## config.mk

```make
export PLATFORM = sky130hd
export DESIGN_NAME = axi_req_arbiter_flat
export DESIGN_NICKNAME = d
export VERILOG_FILES = /design/src/rtl/axi_req_arbiter_if.sv /design/src/rtl/axi_req_arbiter.sv /design/src/flat_wrapper.sv
export SDC_FILE = /design/constraint.sdc
export NUM_CORES = 1
export LEC_CHECK = 0
export ABC_AREA = 0
export CELL_PAD_IN_SITES_DETAIL_PLACEMENT = 1
export CELL_PAD_IN_SITES_GLOBAL_PLACEMENT = 2
export CORE_AREA = 3 3 381 383
export DETAILED_ROUTE_END_ITERATION = 12
export DIE_AREA = 0 0 384 386
export DONT_BUFFER_PORTS = 1
export PLACE_DENSITY_LB_ADDON = 0.1
export SKIP_CTS_REPAIR_TIMING = 1
export SYNTH_ARGS = -nofsm -noshare
export SYNTH_HDL_FRONTEND = slang
export SYNTH_SLANG_ARGS = --single-unit
```

## constraint.sdc

```tcl
create_clock -name clk -period 4.09 [get_ports clk]
set_input_delay 0.6135 -clock clk [delete_from_list [all_inputs] [get_ports clk]]
set_output_delay 0.6135 -clock clk [all_outputs]
set_load 0.01 [all_outputs]
```

## src/rtl/axi_req_arbiter_if.sv

```systemverilog
// Requester and shared-master signal bundle for axi_req_arbiter.
// The arbiter connects through the slave modport; the requesters/master model use the master modport.
interface axi_req_arbiter_if #(
    parameter int unsigned ADDR_W = 64,
    parameter int unsigned DATA_W = 128
);
    logic              s0_valid;
    logic              s0_ready;
    logic              s0_rw;
    logic [ADDR_W-1:0] s0_addr;
    logic [DATA_W-1:0] s0_wdata;
    logic              s0_done;
    logic [DATA_W-1:0] s0_rdata;
    logic              s0_err;

    logic              s1_valid;
    logic              s1_ready;
    logic              s1_rw;
    logic [ADDR_W-1:0] s1_addr;
    logic [DATA_W-1:0] s1_wdata;
    logic              s1_done;
    logic [DATA_W-1:0] s1_rdata;
    logic              s1_err;

    logic              m_valid;
    logic              m_ready;
    logic              m_rw;
    logic [ADDR_W-1:0] m_addr;
    logic [DATA_W-1:0] m_wdata;
    logic              m_done;
    logic [DATA_W-1:0] m_rdata;
    logic              m_err;

    logic              busy;

    modport slave (
        input  s0_valid, s0_rw, s0_addr, s0_wdata,
        output s0_ready, s0_done, s0_rdata, s0_err,
        input  s1_valid, s1_rw, s1_addr, s1_wdata,
        output s1_ready, s1_done, s1_rdata, s1_err,
        output m_valid, m_rw, m_addr, m_wdata,
        input  m_ready, m_done, m_rdata, m_err,
        output busy
    );

    modport master (
        output s0_valid, s0_rw, s0_addr, s0_wdata,
        input  s0_ready, s0_done, s0_rdata, s0_err,
        output s1_valid, s1_rw, s1_addr, s1_wdata,
        input  s1_ready, s1_done, s1_rdata, s1_err,
        input  m_valid, m_rw, m_addr, m_wdata,
        output m_ready, m_done, m_rdata, m_err,
        input  busy
    );
endinterface

```

## src/rtl/axi_req_arbiter.sv

```systemverilog
// Two-requester round-robin arbiter onto one AXI master user port, one command in flight.
// Optional watchdog enabled by defining ARB_TIMEOUT_EN (limit set by TIMEOUT).
module axi_req_arbiter #(
    parameter int unsigned ADDR_W  = 64,
    parameter int unsigned DATA_W  = 128,
    parameter int unsigned TIMEOUT = 255
) (
    input logic              clk,
    input logic              reset,
    axi_req_arbiter_if.slave bus
);
    typedef enum logic [1:0] {IDLE, ISSUE, WAIT, RESP} state_t;

    state_t            r_state;
    state_t            w_state_nxt;
    logic              r_grant;
    logic              r_last_grant;
    logic              r_rw;
    logic [ADDR_W-1:0] r_addr;
    logic [DATA_W-1:0] r_wdata;
    logic [DATA_W-1:0] r_s0_rdata;
    logic [DATA_W-1:0] r_s1_rdata;
    logic              r_s0_err;
    logic              r_s1_err;

    logic              w_pick;
    logic              w_accept;
    logic              w_timeout;
    logic              w_finish;
    logic              w_fin_err;
    logic              w_fin_read;

`ifdef ARB_TIMEOUT_EN
    localparam int unsigned     WD_W    = $clog2(TIMEOUT + 1);
    localparam logic [WD_W-1:0] WD_LAST = WD_W'(TIMEOUT - 1);

    logic [WD_W-1:0] r_wd;

    always_ff @(posedge clk) begin
        if (!reset)
            r_wd <= '0;
        else if (w_accept)
            r_wd <= '0;
        else if (r_state == ISSUE || r_state == WAIT)
            r_wd <= r_wd + 1'b1;
    end

    // Fires on the cycle whose increment would reach TIMEOUT, so RESP lands TIMEOUT cycles after ISSUE entry.
    assign w_timeout = (r_state == ISSUE || r_state == WAIT) && (r_wd == WD_LAST);
`else
    assign w_timeout = 1'b0;
`endif

    // Accept is combinational in IDLE and gated by reset so nothing is granted while reset is held.
    always_comb begin
        w_pick   = (bus.s0_valid && bus.s1_valid) ? ~r_last_grant : bus.s1_valid;
        w_accept = reset && (r_state == IDLE) && (bus.s0_valid || bus.s1_valid);
    end

    always_ff @(posedge clk) begin
        if (!reset)
            r_state <= IDLE;
        else
            r_state <= w_state_nxt;
    end

    always_comb begin
        w_state_nxt = r_state;
        w_finish    = 1'b0;
        w_fin_err   = 1'b0;
        w_fin_read  = 1'b0;
        case (r_state)
            IDLE: begin
                if (w_accept)
                    w_state_nxt = ISSUE;
            end
            ISSUE: begin
                if (w_timeout) begin
                    w_state_nxt = RESP;
                    w_finish    = 1'b1;
                    w_fin_err   = 1'b1;
                end else if (bus.m_ready) begin
                    w_state_nxt = WAIT;
                end
            end
            WAIT: begin
                if (bus.m_done) begin
                    w_state_nxt = RESP;
                    w_finish    = 1'b1;
                    w_fin_err   = bus.m_err;
                    w_fin_read  = ~r_rw;
                end else if (w_timeout) begin
                    w_state_nxt = RESP;
                    w_finish    = 1'b1;
                    w_fin_err   = 1'b1;
                end
            end
            RESP:    w_state_nxt = IDLE;
            default: w_state_nxt = IDLE;
        endcase
    end

    always_ff @(posedge clk) begin
        if (!reset) begin
            r_grant      <= 1'b0;
            r_last_grant <= 1'b1;
            r_rw         <= 1'b0;
            r_addr       <= '0;
            r_wdata      <= '0;
            r_s0_rdata   <= '0;
            r_s1_rdata   <= '0;
            r_s0_err     <= 1'b0;
            r_s1_err     <= 1'b0;
        end else begin
            if (w_accept) begin
                r_grant <= w_pick;
                r_rw    <= w_pick ? bus.s1_rw    : bus.s0_rw;
                r_addr  <= w_pick ? bus.s1_addr  : bus.s0_addr;
                r_wdata <= w_pick ? bus.s1_wdata : bus.s0_wdata;
            end
            // Completion status lands on entry to RESP so it is visible alongside the done pulse.
            if (w_finish) begin
                if (r_grant) begin
                    r_s1_err <= w_fin_err;
                    if (w_fin_read)
                        r_s1_rdata <= bus.m_rdata;
                end else begin
                    r_s0_err <= w_fin_err;
                    if (w_fin_read)
                        r_s0_rdata <= bus.m_rdata;
                end
            end
            if (r_state == RESP)
                r_last_grant <= r_grant;
        end
    end

    assign bus.s0_ready = w_accept && !w_pick;
    assign bus.s1_ready = w_accept &&  w_pick;
    assign bus.s0_done  = (r_state == RESP) && !r_grant;
    assign bus.s1_done  = (r_state == RESP) &&  r_grant;
    assign bus.s0_rdata = r_s0_rdata;
    assign bus.s1_rdata = r_s1_rdata;
    assign bus.s0_err   = r_s0_err;
    assign bus.s1_err   = r_s1_err;
    assign bus.m_valid  = (r_state == ISSUE);
    assign bus.m_rw     = r_rw;
    assign bus.m_addr   = r_addr;
    assign bus.m_wdata  = r_wdata;
    assign bus.busy     = (r_state != IDLE);
endmodule

```

## src/flat_wrapper.sv

```systemverilog
// flat-port wrapper written by rule: the top's interface ports become plain ports
module axi_req_arbiter_flat 
#(
    parameter int unsigned ADDR_W  = 64,
    parameter int unsigned DATA_W  = 128,
    parameter int unsigned TIMEOUT = 255
)
  (clk, reset, bus_s0_valid, bus_s0_rw, bus_s0_addr, bus_s0_wdata, bus_s0_ready, bus_s0_done, bus_s0_rdata, bus_s0_err, bus_s1_valid, bus_s1_rw, bus_s1_addr, bus_s1_wdata, bus_s1_ready, bus_s1_done, bus_s1_rdata, bus_s1_err, bus_m_valid, bus_m_rw, bus_m_addr, bus_m_wdata, bus_m_ready, bus_m_done, bus_m_rdata, bus_m_err, bus_busy);
  axi_req_arbiter_if #(.ADDR_W(ADDR_W), .DATA_W(DATA_W)) bus_i ();
  input logic clk;
  input logic reset;
  input wire logic [$bits(bus_i.s0_valid)-1:0] bus_s0_valid;
  input wire logic [$bits(bus_i.s0_rw)-1:0] bus_s0_rw;
  input wire logic [$bits(bus_i.s0_addr)-1:0] bus_s0_addr;
  input wire logic [$bits(bus_i.s0_wdata)-1:0] bus_s0_wdata;
  output wire logic [$bits(bus_i.s0_ready)-1:0] bus_s0_ready;
  output wire logic [$bits(bus_i.s0_done)-1:0] bus_s0_done;
  output wire logic [$bits(bus_i.s0_rdata)-1:0] bus_s0_rdata;
  output wire logic [$bits(bus_i.s0_err)-1:0] bus_s0_err;
  input wire logic [$bits(bus_i.s1_valid)-1:0] bus_s1_valid;
  input wire logic [$bits(bus_i.s1_rw)-1:0] bus_s1_rw;
  input wire logic [$bits(bus_i.s1_addr)-1:0] bus_s1_addr;
  input wire logic [$bits(bus_i.s1_wdata)-1:0] bus_s1_wdata;
  output wire logic [$bits(bus_i.s1_ready)-1:0] bus_s1_ready;
  output wire logic [$bits(bus_i.s1_done)-1:0] bus_s1_done;
  output wire logic [$bits(bus_i.s1_rdata)-1:0] bus_s1_rdata;
  output wire logic [$bits(bus_i.s1_err)-1:0] bus_s1_err;
  output wire logic [$bits(bus_i.m_valid)-1:0] bus_m_valid;
  output wire logic [$bits(bus_i.m_rw)-1:0] bus_m_rw;
  output wire logic [$bits(bus_i.m_addr)-1:0] bus_m_addr;
  output wire logic [$bits(bus_i.m_wdata)-1:0] bus_m_wdata;
  input wire logic [$bits(bus_i.m_ready)-1:0] bus_m_ready;
  input wire logic [$bits(bus_i.m_done)-1:0] bus_m_done;
  input wire logic [$bits(bus_i.m_rdata)-1:0] bus_m_rdata;
  input wire logic [$bits(bus_i.m_err)-1:0] bus_m_err;
  output wire logic [$bits(bus_i.busy)-1:0] bus_busy;
  assign bus_i.s0_valid = bus_s0_valid;
  assign bus_i.s0_rw = bus_s0_rw;
  assign bus_i.s0_addr = bus_s0_addr;
  assign bus_i.s0_wdata = bus_s0_wdata;
  assign bus_s0_ready = bus_i.s0_ready;
  assign bus_s0_done = bus_i.s0_done;
  assign bus_s0_rdata = bus_i.s0_rdata;
  assign bus_s0_err = bus_i.s0_err;
  assign bus_i.s1_valid = bus_s1_valid;
  assign bus_i.s1_rw = bus_s1_rw;
  assign bus_i.s1_addr = bus_s1_addr;
  assign bus_i.s1_wdata = bus_s1_wdata;
  assign bus_s1_ready = bus_i.s1_ready;
  assign bus_s1_done = bus_i.s1_done;
  assign bus_s1_rdata = bus_i.s1_rdata;
  assign bus_s1_err = bus_i.s1_err;
  assign bus_m_valid = bus_i.m_valid;
  assign bus_m_rw = bus_i.m_rw;
  assign bus_m_addr = bus_i.m_addr;
  assign bus_m_wdata = bus_i.m_wdata;
  assign bus_i.m_ready = bus_m_ready;
  assign bus_i.m_done = bus_m_done;
  assign bus_i.m_rdata = bus_m_rdata;
  assign bus_i.m_err = bus_m_err;
  assign bus_busy = bus_i.busy;
  axi_req_arbiter #(.ADDR_W(ADDR_W), .DATA_W(DATA_W), .TIMEOUT(TIMEOUT)) u_core (.clk(clk), .reset(reset), .bus(bus_i));
endmodule
```

==> run_results.csv <==
group,metric,value,unit
hold_path,min_path_type,"in2reg",
timing,hold_viol_final,0,
routing,drc_errors,0,
timing,rsz0062_at_grt,"false",
pwr,intPower,9.036,mW
synth,synth_top_cells_by_count,"nand2_1 (708), dfxtp_1 (455), nand4_1 (386)",
synth,synthArstFlopShare,0,
floorplanning,die_h,386,microns
routing,ant_nets,0,
placement,dp_slack,1347,ps
timing,worst_pin_slew,934.9,ps
floorplanning,die-area,148200,sq um
final_layout,nFillCells,16650,
floorplanning,io_pins,978,
hold_path,hold_start,"bus_m_rdata[56]",
worst_setup_path,r2r-start,"u_core.r_state[0]",
synth,syn_area_per_cell,7.910,sq um
worst_setup_path,cp-startpoint,"u_core.r_state[0]",
status,status,"complete, no violations",
synth,ys_seq_area_frac,0.5029,
timing,fmaxAchievable,319.2,MHz
routing,dr.pass1.iters,4,
cts,numCtsBuffers,68,
global_routing,globalRouteOverflowTotal,0,
synth,ys.flop_type,"dfxtp_1",
synth,yosysWarningCount,0,
worst_setup_path,path_max_fanout,32,
timing,setup_ws,956.8,ps
worst_setup_path,cp-end-kind,"output port",
floorplanning,initial_core_util,0.1278,
pwr,switching_power,4.751,mW
routing,routed_wl,113400,microns
pwr,power,13.79,mW
synth,yosysTopAreaCellShare,0.5029,
cts,clk_latency,640,ps
pwr,p_leak,6.404,nW
placement,hpwl,79930,microns
synth,syn_nets,2816,
pwr,p_comb_frac,0.159,
synth,yosysUniqueCellTypes,30,
floorplanning,die_x,384,microns
cts,h-tree-depth,3,
timing,finalCritPeriodShare,0.7661,
pwr,ir_worst_vdd,0.2422,mV
routing,wl_met2,55420,microns
synth,netlist_area,18110,sq um
routing,detail_route.wl_per_cell,27.68,microns
timing,finClkSkew,25.32,ps
job,drv_cap,0,
synth,syn_inst,2290,
timing,fin_setup_tns,0,ps
routing,drtIter0Drc,682,
worst_setup_path,worstSetupPathType,"reg2out",
synth,synth_top_cell_by_area,"dfxtp_1",
routing,num_vias,17450,
synth,synth.most_common_cell,"nand2_1",
global_routing,grt_pass1_wl,153400,microns
placement,gp_congestion,0.8010,
routing,top_layer,"met5",
cts,clockBufferDepth,3,
pwr,powerDensity,621.3,nW/um^2
synth,synth_seq_cells,455,
final_layout,drive_above_1_share,0.07026,
cts,clk_pin_slew_worst_paths,60,ps
worst_setup_path,cp-start-kind,"flip-flop",
timing,period_needed,3133,ps
timing,slew_viol_final,0,
pwr,switching_share,0.3446,
routing,viasPerCell,4.260,
worst_setup_path,worst_ep_arrival_time,2520,ps
global_routing,grt_usage,0.1448,
synth,synth_enable_flop_cells,0,
placement,io_buffers,0,
cts,cts_tree,"done",
global_routing,antenna_found_initial,19,
global_routing,grt_max_degree,197,
worst_setup_path,crit_required,3480,ps
final_layout,area_growth,22.50,%
synth,synth_area_leaders,"dfxtp_1 (50%), nand2_1 (15%), nand4_1 (13%)",
routing,met3_wirelength,15790,microns
pwr,power_frac_seq,0.405,
timing,slew_headroom,0.3767,
floorplanning,rows,138,
pwr,clkPwrFrac,0.436,
timing,setup_viol,0,
routing,wl_met1,38650,microns
cts,cts-root-buf,"clkbuf_16",
cts,numClockSinks,455,
floorplanning,core_area,141800,sq um
global_routing,grt_pass1_vias,18210,
final_layout,finalNetCount,2669,
cell type report:
class	instances	area (sq um)	area share
Clock buffer	104	2057	0.09270
Sequential cell	455	9109	0.4105
Inverter	6	30.03	0.001353
Timing Repair Buffer	40	500.5	0.02256
Multi-Input combinational cell	1572	7864	0.3544
Clock inverter	15	229.0	0.01032
Antenna cell	14	35.03	0.001579
Tap cell	1890	2365	0.1066
power groups by stage:
| stage | clock, mW | combinational (mW) | sequential [mW] |
|---|---|---|---|
| global placement | 0 | 2.20 | 5.73 |
| floorplan | 0 | 1.62 | 5.38 |
| global route | 6.50 | 2.46 | 5.66 |
| CTS | 6.35 | 2.26 | 5.63 |
| finish | 6.01 | 2.19 | 5.58 |
| detailed placement | 0 | 2.26 | 5.71 |
worst paths after layout:
path                                                end  slack, ps  depth (start not counted)
worst max-delay path                       bus_s1_ready        960                          4
worst min-delay path            u_core.bus.s0_rdata[56]        100                          2
worst min register to register  u_core.bus.s1_rdata[92]        500                          2
worst max register to register    u_core.bus.m_wdata[4]       1340                          6
flip-flops by register name, summed over array words and instances, names as in the netlist:
register             count
u_core.bus.m_addr       64
u_core.bus.m_rw          1
u_core.bus.m_wdata     128
u_core.bus.s0_err        1
u_core.bus.s0_rdata    128
u_core.bus.s1_err        1
u_core.bus.s1_rdata    128
u_core.r_grant           1
u_core.r_last_grant      1
u_core.r_state           2
through the flow:
step | utilization | hold slack [ps] | instance area, sq um | cells
floorplan | - | 449.4 | 18110 | 2290
global placement | 0.1402 | 495.2 | 19870 | 3963
detailed placement | 0.1402 | 500.6 | 19870 | 3963
CTS | 0.1563 | -0.4134 | 22150 | 4082
global route | 0.1565 | 34.34 | 22180 | 4092
finish | 0.1565 | 98.09 | 22190 | 4096
per-layer routing:
layer | up-vias | GRT usage
met1 | 8616 | 0.1413
li1 | 7914 | -
met4 | 2 | 0.05611
met2 | 779 | 0.2485
met3 | 138 | 0.08775
met5 | - | 0
cell families (layout without fill, tap and decap cells):
family | after synthesis | count (layout) | share of synthesized area
multiplexers | 3 | 3 | 0.001658
adder cells (fa/ha/maj) | 5 | 5 | 0.003454
AND/OR/NAND/NOR | 1109 | 1109 | 0.2858
buffers and inverters | 263 | 165 | 0.06576
flip-flops | 455 | 455 | 0.5029
AO/OA/AOI/OAI | 455 | 455 | 0.1405
other | 0 | 14 | 0
layout by cell type, fill, tap and decap left out, types with 5 or more instances in the layout:
cell,netlist,layout
clkbuf_16,0,68
buf_4,4,24
diode_2,0,14
clkbuf_1,101,14
a31oi_1,193,193
clkinv_2,0,5
buf_12,0,16
inv_1,6,5
a21oi_1,256,256
nand4_1,386,386
ha_1,5,5
clkbuf_8,0,22
dfxtp_1,455,455
nand2_1,708,707
worst max-delay path, cell delays in order, from the launching register on:
cell     delay (ps)
dfxtp_1         320
inv_1           140
ha_1            330
and2_4          560
and3_1          470
(Power assumes the default switching activity.)
